**src/rtl/acc_alu_unit.sv**
```systemverilog
// acc_alu_unit: accumulator file, operand/data/result latches, 3-bit ALU and C/Z/N flags
module acc_alu_unit #(
    parameter int DATA_W  = 8,
    parameter int NUM_ACC = 4
) (
    input  logic              clk,
    input  logic              rst,
    input  logic [1:0]        irDst,
    input  logic [1:0]        irSrc,
    input  logic [DATA_W-1:0] irImm,
    input  logic [1:0]        ACaddressSel,
    input  logic [1:0]        ACdataSel,
    input  logic              ACwrite,
    input  logic              ACread,
    input  logic              memRead,
    input  logic [DATA_W-1:0] memData,
    input  logic              ALUBinputSel,
    input  logic [2:0]        ALUcommand,
    input  logic              aluGo,
    input  logic              resultRegEn,
    input  logic              dataRegEn,
    input  logic              wordRegEn,
    input  logic              CEn,
    input  logic              ZEn,
    input  logic              NEn,
    output logic [DATA_W-1:0] storeData,
    output logic              cFlag,
    output logic              zFlag,
    output logic              nFlag,
    output logic              illegalCmd
);
    logic [DATA_W-1:0] acc [NUM_ACC];
    logic [DATA_W-1:0] op_a_reg, data_reg, result_reg;
    logic [DATA_W-1:0] rd_data, wr_data, alu_b, alu_out;
    logic [DATA_W:0]   sum;
    logic [1:0]        addr;
    logic              no_acc, legal;

    // address/data muxes and ALU datapath
    always_comb begin
        addr    = ACaddressSel == 2'd0 ? 2'd0 : ACaddressSel == 2'd1 ? irDst : irSrc;
        no_acc  = ACaddressSel == 2'd3;
        rd_data = no_acc ? '0 : acc[addr];
        wr_data = ACdataSel == 2'd0 ? data_reg : ACdataSel == 2'd1 ? result_reg :
                  ACdataSel == 2'd2 ? op_a_reg : irImm;
        alu_b   = ALUBinputSel ? data_reg : rd_data;
        sum     = {1'b0, op_a_reg} + {1'b0, alu_b} + {{DATA_W{1'b0}}, cFlag};
        alu_out = ALUcommand == 3'd0 ? sum[DATA_W-1:0] :
                  ALUcommand == 3'd1 ? (op_a_reg & alu_b) :
                  ALUcommand == 3'd2 ? (op_a_reg | alu_b) :
                  ALUcommand == 3'd3 ? alu_b : ~op_a_reg;
        legal   = ALUcommand <= 3'd4;
    end

    // accumulator file; reads above see the pre-write value
    always_ff @(posedge clk or negedge rst) begin
        if (!rst) begin
            for (int i = 0; i < NUM_ACC; i++) acc[i] <= '0;
        end else if (ACwrite && !no_acc) begin
            acc[addr] <= wr_data;
        end
    end

    // operand and memory data latches; irSrc reads only feed the ALU
    always_ff @(posedge clk or negedge rst) begin
        if (!rst) begin
            op_a_reg <= '0;
            data_reg <= '0;
        end else begin
            if (ACread && wordRegEn && !ACaddressSel[1]) op_a_reg <= rd_data;
            if (memRead && dataRegEn) data_reg <= memData;
        end
    end

    // ALU commit: result, flags and the reserved-command pulse
    always_ff @(posedge clk or negedge rst) begin
        if (!rst) begin
            result_reg <= '0;
            cFlag      <= 1'b0;
            zFlag      <= 1'b0;
            nFlag      <= 1'b0;
            illegalCmd <= 1'b0;
        end else begin
            illegalCmd <= aluGo && !legal;
            if (aluGo && legal) begin
                if (resultRegEn) result_reg <= alu_out;
                if (CEn && ALUcommand == 3'd0) cFlag <= sum[DATA_W];
                if (ZEn) zFlag <= alu_out == '0;
                if (NEn) nFlag <= alu_out[DATA_W-1];
            end
        end
    end

    assign storeData = op_a_reg;
endmodule

```
**config.mk**
```make
export PLATFORM = sky130hd
export DESIGN_NAME = acc_alu_unit
export DESIGN_NICKNAME = d
export VERILOG_FILES = /design/src/rtl/acc_alu_unit.sv
export SDC_FILE = /design/constraint.sdc
export NUM_CORES = 1
export LEC_CHECK = 0
export CORE_MARGIN = 5
export CORE_UTILIZATION = 40
export DETAILED_ROUTE_END_ITERATION = 8
export HOLD_SLACK_MARGIN = 0.03
export PLACE_DENSITY = 0.6
export SYNTH_ARGS = -nofsm -noshare
export SYNTH_HDL_FRONTEND = slang
export SYNTH_SLANG_ARGS = --single-unit
```
**constraint.sdc**
```tcl
create_clock -name clk -period 9.1 [get_ports clk]
set_input_delay 1.82 -clock clk [delete_from_list [all_inputs] [get_ports clk]]
set_output_delay 1.82 -clock clk [all_outputs]
set_load 0.02 [all_outputs]
```
==> results of run 1 <==
[cells by family (layout without fill, tap and decap cells)]
logic type                 after synthesis  count (layout)  synth area share
DFF                                     60              60             0.389
xor gates and xnor gates                 4               4           0.00909
buffers and inverters                   34              90            0.0364
and+or+nand+nor                         79              79             0.104
AOI/OAI and AO/OA                       74              74             0.130
muxes                                   84              84             0.269
adders and majority gates               18              18            0.0623
[worst reg2reg max path: cells and delay by family (launching register included)]
kind / cells / cell delay [ps]
AOI/OAI and AO/OA: 4 / 1220
xor gates and xnor gates: 1 / 160
adders and majority gates: 2 / 610
buffers and inverters: 2 / 230
DFF: 1 / 380
muxes: 3 / 600
and+or+nand+nor: 1 / 230
[Yosys cell counts (3+ instances only)]
cell      instances  area, µm²
a21oi_1          13       65.1
nand3_1           7       35.0
mux2_2           54        608
o21ai_0          24        120
mux4_2           10        225
inv_1            22       82.6
nor2_1           15       56.3
o221ai_1          3       26.3
dfrtp_1          60       1500
a221oi_1          4       35.0
ha_1             16        200
o31ai_1           3       22.5
nand2b_1          4       25.0
o22ai_1           3       18.8
o221a_2           3       33.8
mux2i_1          19        190
and2_1            4       25.0
nand2_1          34        128
clkbuf_1          7       26.3
[layout make-up]
cell class	instances	area [µm²]
clock buffers	13	179
repair buffers	52	513
clock inverters	3	90.1
inverters	22	82.6
well taps	129	161
multi-input cells	259	2210
flip-flops and latches	60	1500
fillers	862	4590
[layer usage]
metal  wire length, µm  vias to the layer above
met1              4690                     1438
met4               178                        0
li1                  -                     1403
met3               573                       15
met2              4580                      100
met5                 0                        -
[power by group]
part	switching, mW	internal, mW	leakage [nW]	total, mW
registers	0.0843	0.373	0.730	0.458
logic	0.251	0.268	1.18	0.519
clock network	0.105	0.212	0.136	0.317
[layout by cell type (no fill, tap or decap), types with 3 or more instances in the layout]
cell type | netlist | final
a21oi_1 | 13 | 13
a221oi_1 | 4 | 4
and2_1 | 4 | 4
bufinv_16 | 0 | 3
clkbuf_8 | 0 | 13
clkdlybuf4s50_1 | 0 | 50
dfrtp_1 | 60 | 60
ha_1 | 16 | 16
inv_1 | 22 | 22
mux2_2 | 54 | 54
mux2i_1 | 19 | 19
mux4_2 | 10 | 10
nand2_1 | 34 | 34
nand2b_1 | 4 | 4
nand3_1 | 7 | 7
nor2_1 | 15 | 15
o21ai_0 | 24 | 24
o221a_2 | 3 | 3
o221ai_1 | 3 | 3
o22ai_1 | 3 | 3
o31ai_1 | 3 | 3
[worst paths after layout]
| check | start | to | slack, ps | cells past startpoint |
|---|---|---|---|---|
| max | ACaddressSel[1] | zFlag$_DFFE_PN0P_ | 3430 | 16 |
| min | result_reg[3]$_DFFE_PN0P_ | result_reg[3]$_DFFE_PN0P_ | 490 | 2 |
| max reg2reg | acc[24]$_DFFE_PN0P_ | zFlag$_DFFE_PN0P_ | 5630 | 13 |
| min reg2reg | result_reg[3]$_DFFE_PN0P_ | result_reg[3]$_DFFE_PN0P_ | 490 | 2 |
| max in group asynchronous | rst | storeData[4]$_DFFE_PN0P_ | 6940 | 2 |
| min in group asynchronous | rst | acc[23]$_DFFE_PN0P_ | 1650 | 2 |
[through the flow]
step / std cells / setup slack [ps] / power (mW) / hold WS, ps
after floorplan: 353 / 4060 / 0.807 / 445
after global placement: 522 / 3220 / 0.966 / 470
after detailed placement: 522 / 3140 / 0.982 / 474
after CTS: 538 / 3460 / 1.30 / 491
after global routing: 538 / 3230 / 1.38 / 511
final: 538 / 3430 / 1.29 / 487
==> reports/qor.txt, run 1 <==
CTS Hold Buffers Added: 0
Post-CTS Resized: 0
Leak Pwr: 2.05 nW
syn nets: 411
critical path type: in -> reg
nets@finish: 462
Buf/Inv on CP: 3
largest net degree at the start of global routing: 61
first-pass GRT wire length: 16200 µm
EDFF count, synth: 0
maximum VDD drop: 0.000106 V
Initial DRT Pass Iterations: 4
vias post-DR: 2956
routing usage on met2: 0.285
clk buf depth: 2
grt ovf: 0
RSZ-0062 raised after global routing: false
Mapped Area: 3850 µm²
antenna violations before repair: 0
# IOs: 52
instance area at placement: 4470 µm²
global-route usage over all layers: 0.180
Final setup viols: 0
Initial Utilization: 0.413
total routed wirelength: 10000 µm
Avg Cell Area, Syn: 10.9 µm²
pins over their slew limit: 0
Synth-to-Final Area Change: 23.0%
critical-path cell list: clkdlybuf4s50_1 > nand3b_4 > nand2_8 > mux2_4 > a221oi_1 > inv_1 > fa_1 > inv_1 > fa_1 > xor2_1 > mux4_2 > mux2i_1 > a211o_1 > a211oi_2 > nor4b_2 > a31o_1
global route hottest layer: met2
Synth async-reset ratio: 1.00
Worst Path Arrival: 5950 ps
slowest CP cell: clkdlybuf4s50_1
#FFs+latches synth: 60
worst min-delay path class: reg -> reg
Req. time, crit path: 9380 ps
met1 usage: 0.247
Final ANT Viol Nets: 0
Post-route DRC: 0
worst slew pin tran: 860 ps
Worst-Skew Late Latency: 340 ps
# Post-CTS Setup Buffers: 0
Hold Vio Cnt, Final: 0
CTS sink count: 60
H-tree depth: 3
synthesized instance count: 353
Ys Warns: 0
share of cells above drive strength 1: 0.230
max reg flops: 32
Via density: 5.49
CP peak stage delay: 650 ps
Worst-path clk slew: 70 ps
Reg with most FFs: acc
die area: 11700 µm²
CTS tree: built
Detailed Route Iter0 Violations: 136
Design Area, Final: 4740 µm²
cell family with most CP delay: compound AO/OA/AOI/OAI gates
vias in the first global route: 3068
Max FO, Critical Path: 19
TritonCTS buffer count: 9
CP Capture Type: flip-flop
fin util: 0.508
clk_skew: 7.92 ps
die width: 108 µm
WL/cell: 18.6 µm
CP startpoint kind: input port
placed wire-length estimate: 7540 µm
fin crit period: 5670 ps
met3 Use GR: 0.0424
upper clock frequency limit: 176 MHz
gpl congestion: 0.817
TNS Setup: 0 ps
I/O Buffers: 51
Diodes inserted: 0
clock root cell: clkbuf_8
row count: 35
register area share after synthesis: 0.389
final period utilization: 0.624
die height: 108 µm
core area: 9330 µm²
Unique masters post-synth: 56
PD cells: 273 nW/µm²
worst rel slew slack: 0.425
Max Cap Violations: 0
Main synth FF type: dfrtp_1
status: completed
Note: power is estimated with default switching activity, not from simulation.
==> inputs of run 2 (changes only) <==
--- a/config.mk
+++ b/config.mk
@@ -9,7 +9,7 @@
 export CORE_UTILIZATION = 40
 export DETAILED_ROUTE_END_ITERATION = 8
 export HOLD_SLACK_MARGIN = 0.03
-export PLACE_DENSITY = 0.6
+export PLACE_DENSITY = 0.63
 export SYNTH_ARGS = -nofsm -noshare
 export SYNTH_HDL_FRONTEND = slang
 export SYNTH_SLANG_ARGS = --single-unit
==> constraint.sdc (replaced) <==
create_clock -name clk -period 5.1 [get_ports clk]
set_input_delay 1.02 -clock clk [delete_from_list [all_inputs] [get_ports clk]]
set_output_delay 1.02 -clock clk [all_outputs]
set_load 0.02 [all_outputs]
==> run 2 against run 1 <==
  * Clock power is 38% higher
  * First-iteration DRC count is 8.1% lower
  * Design area is 0.34% lower
  * Power is 70% higher
  * Sequential power is 79% higher
  * Sequential share of layout area is 0.11 points higher
  * Hold slack better by 4.1 ps
  * Sequential cell count stayed put
  * Wire length is 2.1% higher
  * Clock skew is 1.3 ps higher
  * Via count is 2.4% higher
==> reports/qor.txt, run 2 (synthesis gave the netlist of run 1 again) <==
status: completed
upper clock frequency limit: 220 MHz
core area: 9330 µm²
# IOs: 52
Reg with most FFs: acc
H-tree depth: 3
Design Area, Final: 4720 µm²
CTS tree: built
die area: 11700 µm²
largest net degree at the start of global routing: 61
WL/cell: 18.8 µm
CTS Hold Buffers Added: 0
I/O Buffers: 51
placed wire-length estimate: 7810 µm
Post-route DRC: 0
die width: 108 µm
Max FO, Critical Path: 12
CP peak stage delay: 620 ps
first-pass GRT wire length: 16800 µm
fin crit period: 4550 ps
Leak Pwr: 2.05 nW
Max Cap Violations: 0
TNS Setup: 0 ps
pins over their slew limit: 0
fin util: 0.507
clock share of power: 0.199
global-route usage over all layers: 0.188
Req. time, crit path: 5380 ps
total routed wirelength: 10200 µm
die height: 108 µm
CTS sink count: 60
maximum VDD drop: 0.000165 V
Switching Power: 0.793 mW
commonest non-fill, non-tap cell in the layout: dfrtp_1
Detailed Route Iter0 Violations: 125
share of cells above drive strength 1: 0.241
row count: 35
Worst Path Arrival: 4820 ps
instance area at placement: 4520 µm²
Diodes inserted: 0
# Post-CTS Setup Buffers: 0
clk_skew: 9.22 ps
clk buf depth: 2
clock root cell: clkbuf_8
most frequent cells in the layout: 60 x dfrtp_1, 54 x mux2_2, 50 x clkdlybuf4s50_1
PD cells: 465 nW/µm²
antenna violations before repair: 0
TritonCTS buffer count: 9
Hold Vio Cnt, Final: 0
critical path type: in -> reg
Worst-Skew Late Latency: 340 ps
max reg flops: 32
Initial Utilization: 0.413
Via density: 5.57
CP Capture Type: flip-flop
Flop pwr share: 0.374
Int Pwr: 1.40 mW
RSZ-0062 raised after global routing: false
critical-path cell list: clkdlybuf4s50_1 > nand3b_4 > nand2_8 > mux2_4 > a221oi_1 > inv_1 > fa_1 > inv_1 > fa_1 > nand2b_1 > a21oi_1 > and3b_1 > o31a_1 > a311o_1 > nor4b_2 > a31o_1
Logic pwr share: 0.427
CP startpoint kind: input port
grt ovf: 0
gpl congestion: 0.837
Synth-to-Final Area Change: 22.6%
slowest CP cell: clkdlybuf4s50_1
vias post-DR: 3028
worst min-delay path class: reg -> reg
Final setup viols: 0
Initial DRT Pass Iterations: 4
Final Power: 2.20 mW
final period utilization: 0.891
nets@finish: 469
Worst-path clk slew: 70 ps
Final ANT Viol Nets: 0
vias in the first global route: 3177
Post-CTS Resized: 0
sw frac: 0.361
worst hold slack: 491 ps
worst rel slew slack: 0.431
worst slew pin tran: 851 ps
## run 2: changes by cell type in the layout (fill, tap and decap cells not counted), sizes merged
cell and delta:
clkbuf -2, clkinv +3, buf +7, bufinv -2
## run 2: final cells by class
type                       count  area [µm²]
clock buffer                  11         151
clock inverter                 4        48.8
fill                         865        4600
inverter                      22        82.6
multi-input combinational    259        2210
sequential                    60        1500
tap                          129         161
timing repair buffer          59         566
## run 2: power by group through the flow
stage,Sequential [mW],Clock [mW],Combinational (mW)
after floorplan,0.812,0,0.627
after global placement,0.821,0,0.914
after detailed placement,0.831,0,0.934
after CTS,0.823,0.447,0.943
after global routing,0.849,0.470,1.04
final,0.821,0.436,0.938
## run 2: routing by layer
metal / part of all wire / global-route usage / vias to the layer above
met5: 0 / 0 / -
met4: 0.030 / 0.0830 / 0
met2: 0.45 / 0.292 / 120
li1: - / - / 1403
met1: 0.45 / 0.255 / 1481
met3: 0.072 / 0.0376 / 24
## run 2: worst max-delay path: cells and delay by family
kind                       cells  cell delay (ps)
buffers and inverters          3              830
adders and majority gates      2              600
muxes                          1              320
AOI/OAI and AO/OA              5             1190
and+or+nand+nor                5              860
## run 2: final timing paths
path,startpoint,end,slack [ps],depth (start not counted)
min in group asynchronous,rst,acc[17]$_DFFE_PN0P_,820,2
hold / removal,result_reg[2]$_DFFE_PN0P_,result_reg[2]$_DFFE_PN0P_,490,2
setup reg to reg,acc[24]$_DFFE_PN0P_,zFlag$_DFFE_PN0P_,1800,13
setup / recovery,ACaddressSel[0],zFlag$_DFFE_PN0P_,550,16
max in group asynchronous,rst,storeData[3]$_DFFE_PN0P_,3750,2
hold reg to reg,result_reg[2]$_DFFE_PN0P_,result_reg[2]$_DFFE_PN0P_,490,2
## run 2: metrics by stage
step                setup slack [ps]  std cells
floorplan                        858        353
global placement                 325        529
detailed placement               218        529
CTS                              558        544
global route                     286        544
finish                           555        544
==> edit, RTL diff (flow settings as in run 2) <==
Change the parameter `DATA_W` from 8 to 9.
--- a/src/rtl/acc_alu_unit.sv
+++ b/src/rtl/acc_alu_unit.sv
@@ -1,6 +1,6 @@
 // acc_alu_unit: accumulator file, operand/data/result latches, 3-bit ALU and C/Z/N flags
 module acc_alu_unit #(
-    parameter int DATA_W  = 8,
+    parameter int DATA_W  = 9,
     parameter int NUM_ACC = 4
 ) (
     input  logic              clk,
Interface: changed (resized irImm, memData and storeData); port bits go from 52 to 55. No check against the original RTL was run, so the function may have changed too.
==> edit against run 2 <==
Sequential power rose by 4.1%. Worst hold slack got worse by 0.012 ns. Sequential cell count rose by 7. Critical path depth fell by 2. Routed wire length rose by 23%. Critical endpoint unchanged. Total power fell by 0.93%. Design area rose by 12%. Area after synthesis rose by 14%. Clock power rose by 6.2%. Die area rose by 12%. Setup slack got worse by 0.13 ns.
==> edit: results (changes against run 2) <==
OUTCOME='complete, no violations'
YS_TOP_CELLS_BY_AREA='sky130_fd_sc_hd__dfrtp_1, sky130_fd_sc_hd__mux2_2, sky130_fd_sc_hd__ha_1'
GLOBALROUTEMET1UTIL_PCT=27.1  # +1.7 points
GRT_USE_MET3_PCT=3.49  # -0.27 points
YOSYS-TOP-CELLS-COUNT='sky130_fd_sc_hd__dfrtp_1, sky130_fd_sc_hd__mux2_2, sky130_fd_sc_hd__nand2_1, sky130_fd_sc_hd__o21ai_0, sky130_fd_sc_hd__a21oi_1'
PLACE_CONGESTION=0.952  # +14%
HOLDWS_NS=0.479  # -0.0124 ns
DP.FINAL_HPWL_UM=9460  # +21%
SYN_INST=423  # +20%
GLOBAL_ROUTE.USAGE.TOTAL_PCT=20.0  # +1.2 points
PLACEMENT.SETUP.WORST_SLACK_NS=0.0669  # -0.151 ns
NUMBER_OF_PLACED_INSTANCES_TAPS_INCLUDED=612  # +16%
SYNTH_SEQUENTIAL_AREA_RATIO_PCT=38.3  # -0.64 points
MIN_FROM='result_reg[3]'
LAYOUT-DRIVE-GT1-SHARE_PCT=20.9  # -3.2 points
MAX-SLEW-MARGIN-REL_PCT=42.4  # -0.71 points
FINAL_NETS=545  # +16%
CTS_MAX_PATH_BUFFERS=2  # unchanged
NUMBER_OF_GLOBAL_ROUTE_VIAS_BEFORE_REPAIR=3810  # +20%
SYNTH_CELL_TYPE_COUNT=67  # +20%
FIN_SKEW_NS=0.00562  # -0.00360 ns
DRT-VIAS-PER-INSTANCE=5.89  # +5.9%
SYN-NUM-NETS=485  # +18%
POWER_LEAKAGE_nW=2.28  # +11%
R2R_SLACK_NS=1.83  # +0.03 ns
DPL_CELL_AREA_SQ_UM=5090  # +13%
POSTROUTEWIRELENGTH_UM=12600  # +23%
FINAL.FILL_COUNT=971  # +12%
PATH_MAX_FANOUT=11  # -1
CPPEAKSTAGEDELAY_NS=0.77  # +0.15 ns
MET2_USAGE_PCT=31.9  # +2.8 points
DETAIL_ROUTE.ITER0.VIOLATIONS=220  # +76%
WL_PER_CELL_UM=20.1  # +7.0%
TIMING.HOLD.WORST_ENDPOINT='result_reg[3]'
GRT_FIRST_PASS_WIRELENGTH_UM=20300  # +21%
PORT_BUFFERS=54  # +5.9%
VDD_DROP_MAX_mV=0.213  # +30%
LARGEST_REGISTER_FF_COUNT=36  # +13%
WORSTREGTOREGCELLS=12  # -1
WORST-ENDPOINT-ARRIVAL_NS=4.94  # +0.12 ns
TOP_REGISTER='acc'
GRT_START_MAX_NET_PINS=36  # -41%
WORST_FLOP_TO_FLOP_PATH_STARTPOINT='acc[0]'
NUMBER_OF_SETUP_BUFFERS_ADDED_AFTER_CTS=0  # unchanged
edit: worst max path at each step:
| stage | slack, ns | end | cells past startpoint | start |
|---|---|---|---|---|
| after floorplan | 1.00 | zFlag | 15 | ACaddressSel[1] |
| after global placement | 0.17 | zFlag | 14 | ACaddressSel[1] |
| after detailed placement | 0.07 | zFlag | 14 | ACaddressSel[1] |
| after CTS | 0.45 | zFlag | 14 | ACaddressSel[1] |
| after global routing | 0.19 | zFlag | 14 | ACaddressSel[1] |
| final | 0.42 | zFlag | 14 | ACaddressSel[1] |
edit: report_power, final:
part	internal (mW)	leakage [nW]	total (mW)	switching, mW
clock network	0.228	0.100	0.463	0.234
logic	0.433	1.35	0.857	0.424
registers	0.705	0.827	0.855	0.149
edit: layout make-up:
| class | instances | area (sq um) | share of cell area [%] |
|---|---|---|---|
| repair buffers | 65 | 618 | 11.7 |
| clock buffers | 9 | 124 | 2.34 |
| multi-input cells | 317 | 2540 | 47.9 |
| inverters | 23 | 86.3 | 1.63 |
| clock inverters | 7 | 73.8 | 1.40 |
| flip-flops and latches | 67 | 1680 | 31.7 |
| well taps | 140 | 175 | 3.31 |
edit: kinds of logic after synthesis:
group | count (synthesis) | share of synthesized area, %
adders and majority gates | 20 | 6.06
muxes | 69 | 20.0
xor gates and xnor gates | 3 | 0.600
and+or+nand+nor | 97 | 11.9
buffers and inverters | 39 | 3.74
DFF | 67 | 38.3
AOI/OAI and AO/OA | 128 | 19.4
edit: routing by layer:
| layer | up-vias | wire [um] |
|---|---|---|
| met3 | 25 | 536 |
| li1 | 1697 | - |
| met2 | 114 | 6080 |
| met5 | - | 0 |
| met4 | 0 | 384 |
| met1 | 1865 | 5630 |
